`src/rtl/alu_ctrl_pkg.sv`:
```
// Shared constants, FSM encoding and the ALU control decode function for
// the EX-stage ALU control with iterative multiplier.
package alu_ctrl_pkg;

    localparam logic [5:0] FUNCT_ADD = 6'b100000;
    localparam logic [5:0] FUNCT_SUB = 6'b100010;
    localparam logic [5:0] FUNCT_MUL = 6'b011000;
    localparam logic [5:0] FUNCT_AND = 6'b100100;
    localparam logic [5:0] FUNCT_OR  = 6'b100101;

    localparam logic [1:0] ALUOP_RTYPE = 2'b00;
    localparam logic [1:0] ALUOP_OR    = 2'b01;
    localparam logic [1:0] ALUOP_ADD   = 2'b10;
    localparam logic [1:0] ALUOP_SUB   = 2'b11;

    localparam logic [2:0] ALUCTRL_AND = 3'b000;
    localparam logic [2:0] ALUCTRL_OR  = 3'b001;
    localparam logic [2:0] ALUCTRL_ADD = 3'b010;
    localparam logic [2:0] ALUCTRL_BAD = 3'b100;
    localparam logic [2:0] ALUCTRL_SUB = 3'b110;
    localparam logic [2:0] ALUCTRL_MUL = 3'b111;

    typedef enum logic [1:0] {
        ST_IDLE = 2'd0,
        ST_BUSY = 2'd1,
        ST_DONE = 2'd2
    } mul_state_e;

    function automatic logic [2:0] alu_decode(input logic [1:0] aluop,
                                              input logic [5:0] funct);
        logic [2:0] code;
        code = ALUCTRL_BAD;
        case (aluop)
            ALUOP_OR:  code = ALUCTRL_OR;
            ALUOP_ADD: code = ALUCTRL_ADD;
            ALUOP_SUB: code = ALUCTRL_SUB;
            default: begin
                case (funct)
                    FUNCT_ADD: code = ALUCTRL_ADD;
                    FUNCT_SUB: code = ALUCTRL_SUB;
                    FUNCT_MUL: code = ALUCTRL_MUL;
                    FUNCT_AND: code = ALUCTRL_AND;
                    FUNCT_OR:  code = ALUCTRL_OR;
                    default:   code = ALUCTRL_BAD;
                endcase
            end
        endcase
        return code;
    endfunction

endpackage

```
`src/rtl/alu_ctrl_mc_mul_iter_core.sv`:
```
// Shift-add multiplier datapath: one multiplier bit per step, with an
// optional early finish once the remaining multiplier bits are all zero.
module mul_iter_core
    import alu_ctrl_pkg::*;
#(
    parameter int WIDTH      = 32,
    parameter int EARLY_TERM = 0,
    parameter int CNT_W      = $clog2(WIDTH)
) (
    input  logic             clk_i,
    input  logic             rst_i,
    input  logic             start_i,
    input  logic             step_i,
    input  logic [WIDTH-1:0] mcand_i,
    input  logic [WIDTH-1:0] mplier_i,
    output logic [WIDTH-1:0] acc_nxt_o,
    output logic             last_o
);

    logic [WIDTH-1:0] acc_q, acc_d;
    logic [WIDTH-1:0] mcand_q, mcand_d;
    logic [WIDTH-1:0] mplier_q, mplier_d;
    logic [CNT_W-1:0] cnt_q, cnt_d;
    logic [WIDTH-1:0] acc_step;
    logic [WIDTH-1:0] mplier_shr;

    always_comb begin
        acc_step   = mplier_q[0] ? (acc_q + mcand_q) : acc_q;
        mplier_shr = mplier_q >> 1;
        acc_d      = acc_q;
        mcand_d    = mcand_q;
        mplier_d   = mplier_q;
        cnt_d      = cnt_q;
        if (start_i) begin
            acc_d    = '0;
            mcand_d  = mcand_i;
            mplier_d = mplier_i;
            cnt_d    = '0;
        end else if (step_i) begin
            acc_d    = acc_step;
            mcand_d  = mcand_q << 1;
            mplier_d = mplier_shr;
            cnt_d    = cnt_q + 1'b1;
        end
    end

    // The current step is the final one when the counter reaches its last
    // value, or (early mode) when no set multiplier bits remain after it.
    assign last_o    = (cnt_q == CNT_W'(WIDTH - 1)) ||
                       ((EARLY_TERM != 0) && (mplier_shr == '0));
    assign acc_nxt_o = acc_step;

    always_ff @(posedge clk_i or negedge rst_i) begin
        if (!rst_i) begin
            acc_q    <= '0;
            mcand_q  <= '0;
            mplier_q <= '0;
            cnt_q    <= '0;
        end else begin
            acc_q    <= acc_d;
            mcand_q  <= mcand_d;
            mplier_q <= mplier_d;
            cnt_q    <= cnt_d;
        end
    end

endmodule

```
`src/rtl/alu_ctrl_mc.sv`:
```
// EX-stage ALU control: combinational funct/ALUOp decode plus a multi-cycle
// multiply sequencer that stalls the pipeline until the product is ready.
module alu_ctrl_mc
    import alu_ctrl_pkg::*;
#(
    parameter int WIDTH      = 32,
    parameter int EARLY_TERM = 0
) (
    input  logic             clk_i,
    input  logic             rst_i,
    input  logic             valid_i,
    input  logic             flush_i,
    input  logic [5:0]       funct_i,
    input  logic [1:0]       ALUOp_i,
    input  logic [WIDTH-1:0] data1_i,
    input  logic [WIDTH-1:0] data2_i,
    output logic [2:0]       ALUCtrl_o,
    output logic             illegal_o,
    output logic             stall_o,
    output logic             mul_valid_o,
    output logic [WIDTH-1:0] mul_result_o
);

    localparam int CNT_W = $clog2(WIDTH);

    mul_state_e       state_q, state_d;
    logic [WIDTH-1:0] result_q, result_d;
    logic             mul_req;
    logic             start;
    logic             step;
    logic             stall;
    logic             mul_valid;
    logic [WIDTH-1:0] acc_nxt;
    logic             last;

    assign ALUCtrl_o = alu_decode(ALUOp_i, funct_i);
    assign illegal_o = valid_i && (ALUOp_i == ALUOP_RTYPE) && (ALUCtrl_o == ALUCTRL_BAD);
    assign mul_req   = valid_i && (ALUOp_i == ALUOP_RTYPE) && (funct_i == FUNCT_MUL);

    mul_iter_core #(
        .WIDTH      (WIDTH),
        .EARLY_TERM (EARLY_TERM),
        .CNT_W      (CNT_W)
    ) u_core (
        .clk_i     (clk_i),
        .rst_i     (rst_i),
        .start_i   (start),
        .step_i    (step),
        .mcand_i   (data1_i),
        .mplier_i  (data2_i),
        .acc_nxt_o (acc_nxt),
        .last_o    (last)
    );

    always_comb begin
        state_d   = state_q;
        result_d  = result_q;
        start     = 1'b0;
        step      = 1'b0;
        stall     = 1'b0;
        mul_valid = 1'b0;
        case (state_q)
            ST_IDLE: begin
                if (mul_req && !flush_i) begin
                    start   = 1'b1;
                    stall   = 1'b1;
                    state_d = ST_BUSY;
                end
            end
            ST_BUSY: begin
                if (flush_i) begin
                    state_d = ST_IDLE;
                end else begin
                    stall = 1'b1;
                    step  = 1'b1;
                    if (last) begin
                        result_d = acc_nxt;
                        state_d  = ST_DONE;
                    end
                end
            end
            ST_DONE: begin
                // The instruction still sitting in EX is the one just finished.
                mul_valid = !flush_i;
                state_d   = ST_IDLE;
            end
            default: state_d = ST_IDLE;
        endcase
    end

    // Stall is forced low for the whole reset window, not just from IDLE.
    assign stall_o      = stall && rst_i;
    assign mul_valid_o  = mul_valid;
    assign mul_result_o = result_q;

    always_ff @(posedge clk_i or negedge rst_i) begin
        if (!rst_i) begin
            state_q  <= ST_IDLE;
            result_q <= '0;
        end else begin
            state_q  <= state_d;
            result_q <= result_d;
        end
    end

endmodule

```
`config.mk`:
```
export PLATFORM = sky130hd
export DESIGN_NAME = alu_ctrl_mc
export DESIGN_NICKNAME = d
export VERILOG_FILES = /design/src/rtl/alu_ctrl_pkg.sv /design/src/rtl/alu_ctrl_mc_mul_iter_core.sv /design/src/rtl/alu_ctrl_mc.sv
export SDC_FILE = /design/constraint.sdc
export NUM_CORES = 1
export LEC_CHECK = 0
export ABC_AREA = 1
export BUFFER_PORTS_ARGS = -buffer_cell sky130_fd_sc_hd__buf_2
export CORE_MARGIN = 1.5
export CORE_UTILIZATION = 59
export CTS_BUF_LIST = sky130_fd_sc_hd__clkbuf_16
export DETAILED_ROUTE_END_ITERATION = 8
export PLACE_DENSITY_LB_ADDON = 0.15
export SETUP_SLACK_MARGIN = 0.1
export SLEW_MARGIN = 20
export SYNTH_ARGS = -nofsm -noshare
export SYNTH_HDL_FRONTEND = slang
export SYNTH_SLANG_ARGS = --single-unit
```
`constraint.sdc`:
```
create_clock -name clk_i -period 2.58 [get_ports clk_i]
set_input_delay 0.645 -clock clk_i [delete_from_list [all_inputs] [get_ports clk_i]]
set_output_delay 0.645 -clock clk_i [all_outputs]
set_load 0.03 [all_outputs]
```
==> impl_results.md, run 1 <==
* Critical path type: primary input to output pin
* R2r setup slk at 0.34 ns
* Util after Layout at 70.4%
* Antenna diode count at 0
* Worst setup SP type: primary input
* Cell row count at 43
* Total Wirelength at 21300 µm
* Setup total negative slack at 0 ns
* First DRT Iteration DRCs at 613
* Dpl cells at 1456
* Slew @ Worst Pin at 0.825 ns
* Nets at 1409
* Placer Congestion at 0.916
* # port buffers at 113
* Post-synthesis cell type count at 39
* Vias per cell at 5.29
* Met1 WL at 10100 µm
* Worst r2r path cells at 12
* CTS Root Cell: clkbuf_16
* Detailed Place HPWL at 15200 µm
* RSZ-0062 raised after global routing: true
* Mean Syn Cell Area at 7.06 µm²
* First-pass GRT wire length at 35300 µm
* CTS tree: built
* Final Hold Vio Count at 0
* Critical Path Fanout Max at 3
* Power Dens Cells at 609 mW/mm²
* CP Data Arrival Time at 1.77 ns
* Worst-path clk slew at 0.05 ns
* Clock Path Buffers at 2
* Clk Latency, worst-skew pair at 0.42 ns
* Seq/Total Area, Yosys at 40.2%
* Fin cells at 1492
* Rel. slew slack at 45.0%
* Synth warn at 0
* Chip height at 122 µm
* Core Area at 0.0139 mm²
* Setup violators final at 0
* Run status: finished clean
* Highest clock rate at 413 MHz
* H-tree Lvls at 4
* TritonCTS Buffers at 17
* Syn Inst Count at 1190
* Max Used Layer: met4
* Hold Path Class: primary input to async pin
* Initial antenna violation count at 0
* IO Pins at 114
* Sink Count at 135
* Worst R2R Start: u_core.mcand_q[0]
* Worst EP required at 1.93 ns
* Layout cells sized above 1 at 14.5%
* DRC at 0
* Max VDD drop at 0.470 mV
* Starting Density at 60.6%
* Synthesized area at 0.00841 mm²
* DR pass1 iterations at 5
* Die area at 0.0150 mm²
* Final Skew at 0.00905 ns
* Number of max-cap violations at 0
* Synth Register Bits at 135
* GRT Total Usage at 30.3%
* Fin crit period at 2.42 ns
* Slew Limit Fails at 0
* Post-synth ARST share at 100%
* Wire per inst at 14.3 µm
* Synth Net Count at 1300
* Global route overflow at 0
* Main synth FF type: dfrtp_1
* CTS Hold Bufs at 0
* Synth-to-Final Area Change at 16.3%
* Antenna Nets Post-Route at 0
* Width of the chip at 122 µm
* Reg2reg end: u_core.acc_q[20]
* DR WL met3 at 1120 µm
* Met2 routed WL at 9700 µm
* Worst Setup End Kind: output pin
* Number of global-route vias before repair at 7473
* Largest net degree at the start of global routing at 136
* Tcrit/Tclk final at 93.7%
* Vias at 7887
* P_leak at 5.60 nW
* Post-synth EDFFs at 0
final cells by class:
cell class,instances,area [µm²]
Fill cell,1212,4110
Multi-Input combinational cell,813,4090
Sequential cell,135,3380
Timing Repair Buffer,130,764
Inverter,202,763
Clock buffer,17,425
Tap cell,180,225
Clock inverter,15,130
sequential cells by signal (all words and copies together), names as in the netlist:
name and flops:
u_core.acc_q 32, u_core.mplier_q 32, u_core.mcand_q 32, state_q 2, mul_result_o 32, u_core.cnt_q 5
layout by cell type (no fill, tap or decap), drive strengths merged:
| cell | n |
|---|---|
| a21oi | 20 |
| xnor2 | 9 |
| o211ai | 33 |
| nand4 | 6 |
| xor2 | 8 |
| clkbuf | 18 |
| a22o | 3 |
| or2 | 16 |
| a21o | 1 |
| buf | 129 |
| o21ai | 29 |
| bufinv | 1 |
| nor3b | 1 |
| a211oi | 1 |
| a31oi | 1 |
| fa | 1 |
| o41ai | 1 |
| nor3 | 5 |
| clkinvlp | 5 |
| o221ai | 27 |
| nor2 | 48 |
| nand3 | 110 |
| nand2 | 449 |
| clkinv | 5 |
| o22ai | 7 |
| dfrtp | 135 |
| inv | 206 |
| o21bai | 3 |
| and2 | 1 |
| ha | 33 |
cells by family (layout without fill, tap and decap cells):
kind of cell               count (synthesis)  in the layout  share of synthesized area [%]
AOI/OAI and AO/OA                        126            126                           10.1
xor gates and xnor gates                  17             17                           1.77
adders and majority gates                 34             34                           5.15
buffers and inverters                    242            364                           11.3
DFF                                      135            135                           40.2
and+or+nand+nor                          636            636                           31.4
power breakdown:
group          switching [mW]  internal (mW)  total (mW)
combinational           0.886          0.483        1.37
sequential             0.0751           2.21        2.29
clock                   0.971           1.33        2.30
cell usage after synthesis (all sizes together), types with 16 or more instances:
cell type	count	area, µm²
nand3	110	556
clkbuf	18	67.6
nor2	48	188
ha	33	413
a21oi	20	100
or2	16	100
inv	201	757
o21ai	29	145
o211ai	33	248
o221ai	27	236
dfrtp	135	3380
nand2	449	1700
buf	22	125
worst max-delay path, cell delays in order:
cell,delay (ns)
buf_6,0.10
inv_4,0.04
nand2_2,0.04
nor3_2,0.16
nand3_2,0.13
inv_2,0.11
nand4_4,0.10
nand2_4,0.11
inv_4,0.04
nor2_4,0.15
buf_6,0.15
worst max-delay path by stage:
stage / startpoint / to / depth (start not counted)
floorplan: funct_i[5] / illegal_o / 6
global placement: funct_i[5] / stall_o / 11
detailed placement: funct_i[5] / stall_o / 11
CTS: funct_i[5] / stall_o / 11
global route: funct_i[5] / stall_o / 11
finish: funct_i[5] / stall_o / 11
routing by layer:
layer	up-vias	GRT usage, %
li1	3998	-
met1	3645	42.8
met2	214	48.1
met3	30	4.97
met4	0	8.79
met5	-	0
what timing repair did:
| item | 4_1_cts | 5_1_grt |
|---|---|---|
| pin swaps | 0 | 4 |
| setup endpoints to repair | 1 | 2 |
| setup buffers | 0 | 4 |
| resized for setup | 2 | 7 |
stage by stage:
| stage | area [µm²] | setup WS, ns | hold WS (ns) | total power [mW] |
|---|---|---|---|---|
| 3_3_place_gp | 9160 | 0.0961 | 0.451 | 3.64 |
| 4_1_cts | 9720 | 0.156 | 0.361 | 5.96 |
| 6_report | 9770 | 0.162 | 0.239 | 5.95 |
| 2_1_floorplan | 8410 | 0.113 | 0.349 | 3.27 |
| 3_5_place_dp | 9160 | 0.0593 | 0.459 | 3.66 |
| 5_1_grt | 9770 | 0.0733 | 0.378 | 6.29 |
(Power assumes the default switching activity.)
==> inputs of run 2 (changes only) <==
--- a/config.mk
+++ b/config.mk
@@ -6,11 +6,11 @@
 export NUM_CORES = 1
 export LEC_CHECK = 0
 export ABC_AREA = 1
-export BUFFER_PORTS_ARGS = -buffer_cell sky130_fd_sc_hd__buf_2
 export CORE_MARGIN = 1.5
-export CORE_UTILIZATION = 59
+export CORE_UTILIZATION = 60
 export CTS_BUF_LIST = sky130_fd_sc_hd__clkbuf_16
 export DETAILED_ROUTE_END_ITERATION = 8
+export DONT_BUFFER_PORTS = 1
 export PLACE_DENSITY_LB_ADDON = 0.15
 export SETUP_SLACK_MARGIN = 0.1
 export SLEW_MARGIN = 20
==> impl_results.md, run 2 (synthesized netlist as in run 1, its figures left out) <==
* CP Data Arrival Time at 1.63 ns (-0.14 ns)
* Final Hold Vio Count at 135 (+135)
* Layout cells sized above 1 at 6.34% (-8.1 points)
* DR WL met3 at 1240 µm (+11%)
* Rel. slew slack at 37.1% (-7.9 points)
* Die area at 0.0147 mm² (-1.6%)
* TritonCTS Buffers at 17 (unchanged)
* Setup violators final at 0 (unchanged)
* IO Pins at 114 (unchanged)
* Max Used Layer: met4
* Sink Count at 135 (unchanged)
* Failing checks: hold timing
* Power Dens Cells at 644 mW/mm² (+5.8%)
* Antenna diode count at 0 (unchanged)
* Number of global-route vias before repair at 7239 (-3.1%)
* Cell row count at 43 (unchanged)
* First-pass GRT wire length at 34600 µm (-2.0%)
* Max incr delay on CP at 0.39 ns (+0.23 ns)
* H-tree Lvls at 4 (unchanged)
* Worst r2r path cells at 12 (unchanged)
* Tcrit/Tclk final at 88.3% (-5.4 points)
* Met2 routed WL at 9530 µm (-1.8%)
* DR pass1 iterations at 6 (+1)
* Worst EP required at 1.93 ns (about the same)
* Detailed Place HPWL at 15000 µm (-1.8%)
* Crit. path cell count at 6 (-5)
* Number of max-cap violations at 0 (unchanged)
* Critical path type: flip-flop to output pin
* Chip height at 121 µm (-0.82%)
* First DRT Iteration DRCs at 462 (-25%)
* Wire per inst at 15.2 µm (+6.4%)
* Met1 WL at 9920 µm (-1.5%)
* Slew @ Worst Pin at 0.934 ns (+0.109 ns)
* Initial antenna violation count at 0 (unchanged)
* Worst-path clk slew at 0.06 ns (about the same)
* Global route overflow at 0 (unchanged)
* Max VDD drop at 0.481 mV (+2.3%)
* Crit path cell chain: nor2_1 > nand4_4 > nand2_4 > inv_4 > nor2_2 > buf_4
* Delay-heaviest family, CP: simple AND/OR/NAND/NOR gates
* Hold Path Class: primary input to async pin
* Critical Path Fanout Max at 3 (unchanged)
* # port buffers at 0 (-100%)
* CTS Root Cell: clkbuf_16
* Post-CTS Setup Repair Bufs at 0 (unchanged)
* Util after Layout at 66.4% (-4.0 points)
* Critical path's slowest cell: dfrtp_1
* Starting Density at 61.0% (+0.47 points)
* CP Buf/Inv Count at 2 (-3)
* Clock Path Buffers at 2 (unchanged)
* Highest clock rate at 439 MHz (+6.2%)
* Vias at 7468 (-5.3%)
* Synth-to-Final Area Change at 8.78%
* P_leak at 5.09 nW (-9.1%)
* CTS tree: built
* Width of the chip at 121 µm (-0.82%)
* Nets at 1297 (-7.9%)
* RSZ-0062 raised after global routing: false
* Final Skew at 0.0108 ns (+0.00173 ns)
* GRT Total Usage at 30.0% (-0.30 points)
* Placer Congestion at 0.916 (about the same)
* Slew Limit Fails at 0 (unchanged)
* Antenna Nets Post-Route at 0 (unchanged)
* Fin crit period at 2.28 ns (-0.140 ns)
* Clk Latency, worst-skew pair at 0.43 ns (about the same)
* Setup total negative slack at 0 ns (unchanged)
* Largest net degree at the start of global routing at 137 (+0.74%)
* R2r setup slk at 0.37 ns (+0.03 ns)
* Run status: complete, but fails checks
* Placed Area at 0.00859 mm² (-6.2%)
* Total Wirelength at 21000 µm (-1.7%)
* Cell area after layout at 0.00915 mm² (-6.4%)
* Most frequent cells in the layout: nand2_1 (447), inv_1 (198), dfrtp_1 (135)
* Commonest non-fill, non-tap cell in the layout: nand2_1
* Hold WS at -0.0883 ns (-0.327 ns)
* Worst Setup End Kind: output pin
* DRC at 0 (unchanged)
* Core Area at 0.0138 mm² (-0.78%)
* Power Total at 5.89 mW (-1.1%)
* Worst setup SP type: flip-flop
* Vias per cell at 5.42 (+2.4%)
[run 2: cell count changes in the layout (fill, tap and decap cells not counted), sizes merged]
cell      delta
clkinvlp     -2
inv          +1
clkbuf       -1
buf        -111
[run 2: final cells by class]
cell class	count	area, µm²
clock inverter	14	125
timing repair buffer	18	148
multi-input combinational	813	4080
clock buffer	17	425
tap	180	225
fill	1260	4630
sequential	135	3380
inverter	202	761
[run 2: timing repair]
item	4_1_cts	5_1_grt
endpoints found under the hold margin	135	135
resized for setup	0	1
setup endpoints to repair	0	1
[run 2: path summary, 6_finish.rpt]
path / end / from
min reg2reg: u_core.mplier_q[20] / u_core.mplier_q[20]
min in group clk_i: u_core.mcand_q[5] / data1_i[5]
max in group asynchronous: u_core.acc_q[21] / rst_i
max: stall_o / state_q[0]
max reg2reg: u_core.acc_q[28] / u_core.mcand_q[0]
min: u_core.mcand_q[7] / rst_i
[run 2: metal layers]
| metal | global-route usage, % | vias to the layer above |
|---|---|---|
| met3 | 7.28 | 27 |
| li1 | - | 3757 |
| met4 | 7.87 | 0 |
| met5 | 0 | - |
| met1 | 41.8 | 3491 |
| met2 | 46.9 | 193 |
[run 2: stage by stage]
step,setup WS [ns],instances
floorplan,0.113,1190
global placement,0.377,1348
detailed placement,0.315,1348
CTS,0.296,1379
global route,0.189,1379
finish,0.302,1379
[run 2: where the power goes]
group / switching [mW] / internal, mW / total [mW] / leakage, nW
sequential: 0.0734 / 2.21 / 2.28 / 1.68
clock: 1.00 / 1.33 / 2.33 / 0.267
combinational: 0.832 / 0.440 / 1.27 / 3.14
total: 1.91 / 3.98 / 5.89 / 5.09
[run 2: worst register-to-register path, cell delays in order, from the launching register on]
cell and delay, ns:
dfrtp_1 0.39, ha_1 0.25, fa_1 0.44, nand3_1 0.12, nand3_1 0.14, nand3_1 0.12, nand3_2 0.15, nand2_1 0.14
nand2_1 0.06, nand2_1 0.06, nand3_1 0.09, nand3_1 0.09, nand2_1 0.07
==> inputs of run 3 (changes only) <==
--- a/config.mk
+++ b/config.mk
@@ -6,13 +6,13 @@
 export NUM_CORES = 1
 export LEC_CHECK = 0
 export ABC_AREA = 1
+export BUFFER_PORTS_ARGS = -buffer_cell sky130_fd_sc_hd__buf_2
 export CORE_MARGIN = 1.5
-export CORE_UTILIZATION = 60
+export CORE_UTILIZATION = 59
 export CTS_BUF_LIST = sky130_fd_sc_hd__clkbuf_16
 export DETAILED_ROUTE_END_ITERATION = 8
-export DONT_BUFFER_PORTS = 1
 export PLACE_DENSITY_LB_ADDON = 0.15
-export SETUP_SLACK_MARGIN = 0.1
+export SETUP_SLACK_MARGIN = 0.4
 export SLEW_MARGIN = 20
 export SYNTH_ARGS = -nofsm -noshare
 export SYNTH_HDL_FRONTEND = slang
==> impl_results.md, run 3 (synthesized netlist as in run 1, its figures left out) <==
* RSZ-0062 raised after global routing: true
* Met2 routed WL at 10400 µm (+9.5%)
* Worst setup SP type: primary input
* H-tree Lvls at 4 (unchanged)
* DR pass1 iterations at 5 (-1)
* Crit path cell chain: buf_6 > inv_2 > nor3_4 > nand3_2 > inv_2 > nand4_4 > nand2_4 > inv_4 > nor2_4 > buf_6
* Setup total negative slack at 0 ns (unchanged)
* Die area at 0.0150 mm² (+1.7%)
* Commonest non-fill, non-tap cell in the layout: nand2_1
* CP Data Arrival Time at 1.75 ns (+0.12 ns)
* Core Area at 0.0139 mm² (+0.78%)
* Width of the chip at 122 µm (+0.82%)
* Fin crit period at 2.39 ns (+0.113 ns)
* Sequential Area at 0.00338 mm² (about the same)
* # port buffers at 113 (+113)
* P_leak at 5.65 nW (+11%)
* Initial antenna violation count at 0 (unchanged)
* Worst-path clk slew at 0.06 ns (about the same)
* Number of max-cap violations at 0 (unchanged)
* Starting Density at 60.6% (-0.47 points)
* Synth-to-Final Area Change at 18.5%
* Antenna Nets Post-Route at 0 (unchanged)
* First DRT Iteration DRCs at 535 (+16%)
* Slew @ Worst Pin at 0.791 ns (-0.142 ns)
* Setup violators final at 0 (unchanged)
* Detailed Place HPWL at 15300 µm (+2.0%)
* Worst r2r path cells at 12 (unchanged)
* Clock Path Buffers at 2 (unchanged)
* Tcrit/Tclk final at 92.7% (+4.4 points)
* Placer Congestion at 0.941 (+2.7%)
* R2r setup slk at 0.48 ns (+0.11 ns)
* Layout cells sized above 1 at 16.6% (+10 points)
* Hold Path Class: primary input to async pin
* Slew Limit Fails at 0 (unchanged)
* Most frequent cells in the layout: nand2_1 (441), inv_1 (195), dfrtp_1 (134)
* Met1 WL at 9900 µm (-0.16%)
* First-pass GRT wire length at 35400 µm (+2.6%)
* Vias per cell at 5.33 (-1.7%)
* CTS tree: built
* Layout fillers at 1203 (-4.5%)
* Cell row count at 43 (unchanged)
* Reg2reg end: u_core.acc_q[20]
* GRT Total Usage at 30.3% (+0.37 points)
* Hold WS at 0.269 ns (+0.357 ns)
* Power Total at 5.95 mW (+1.0%)
* Total Wirelength at 21800 µm (+4.2%)
* Chip height at 122 µm (+0.82%)
* Global route overflow at 0 (unchanged)
* Max VDD drop at 0.487 mV (+1.4%)
* Cell area after layout at 0.00996 mm² (+8.9%)
* Highest clock rate at 418 MHz (-4.7%)
* Final Skew at 0.0132 ns (+0.00237 ns)
* Max incr delay on CP at 0.17 ns (-0.22 ns)
* DRC at 0 (unchanged)
* Multi-input gate area at 0.00425 mm² (+4.2%)
* Sink Count at 135 (unchanged)
* Largest net degree at the start of global routing at 136 (-0.73%)
* Antenna diode count at 0 (unchanged)
* Final Hold Vio Count at 0 (-100%)
* Worst R2R Start: u_core.mcand_q[0]
* Critical path type: primary input to output pin
* Run status: finished clean
* Placed Area at 0.00919 mm² (+6.9%)
* Clk Latency, worst-skew pair at 0.43 ns (about the same)
* Nets at 1412 (+8.9%)
* Worst EP required at 1.93 ns (about the same)
* Power Dens Cells at 597 mW/mm² (-7.2%)
* Rel. slew slack at 47.2% (+10 points)
* Max Used Layer: met4
* Critical path's slowest cell: nor3_4
* DR WL met3 at 1170 µm (-5.7%)
* IO Pins at 114 (unchanged)
* Wire per inst at 14.6 µm (-3.9%)
* Number of global-route vias before repair at 7492 (+3.5%)
* Vias at 7962 (+6.6%)
* Critical Path Fanout Max at 4 (+1)
* CTS Root Cell: clkbuf_16
* TritonCTS Buffers at 17 (unchanged)
* Util after Layout at 71.8% (+5.4 points)
* Worst Setup End Kind: output pin
* CTS Hold Bufs at 0
run 3: cell types whose count changed in the layout (fill, tap and decap cells not counted), sizes merged:
| cell | delta |
|---|---|
| bufinv | -1 |
| buf | +115 |
| clkinv | +3 |
| clkinvlp | -1 |
run 3: where the power goes:
part	switching (mW)	total (mW)	leakage [nW]	internal [mW]
registers	0.0788	2.29	1.68	2.21
logic	0.928	1.45	3.71	0.521
clock network	0.982	2.21	0.252	1.23
run 3: critical path: cells and delay by family:
kind	cells	cell delay, ns
simple gates	5	0.64
buf+inv	5	0.46
run 3: per-stage QoR:
stage	instances	setup WS, ns
after floorplan	1190	0.136
after global placement	1457	0.0878
after detailed placement	1457	0.0707
after CTS	1493	0.221
after global routing	1495	0.160
final	1495	0.189
run 3: timing repair:
action                                 CTS  global route
setup endpoints to repair               18            41
endpoints found under the hold margin    0             0
gates resized for setup                 18            30
cloned                                   0             0
buffers inserted                         4             2
pin swaps                                3             5
run 3: final cells by class:
| class | instances | share of cell area (%) |
|---|---|---|
| Multi-Input combinational cell | 813 | 42.7 |
| Sequential cell | 135 | 33.9 |
| Timing Repair Buffer | 133 | 8.15 |
| Inverter | 202 | 7.66 |
| Clock buffer | 17 | 4.27 |
| Tap cell | 180 | 2.26 |
| Clock inverter | 15 | 1.02 |
run 3: worst max-delay path by stage:
stage,from,end,slack (ns),cells after the start
6_report,funct_i[3],stall_o,0.19,10
5_1_grt,funct_i[3],stall_o,0.16,10
4_1_cts,funct_i[5],stall_o,0.22,11
3_5_place_dp,funct_i[5],stall_o,0.07,11
3_3_place_gp,funct_i[5],stall_o,0.09,11
2_1_floorplan,funct_i[5],stall_o,0.14,10
run 3: routing by layer:
layer,track usage (%),vias up
li1,-,3989
met1,42.1,3733
met2,49.6,214
met3,4.97,26
met4,8.07,0
met5,0,-
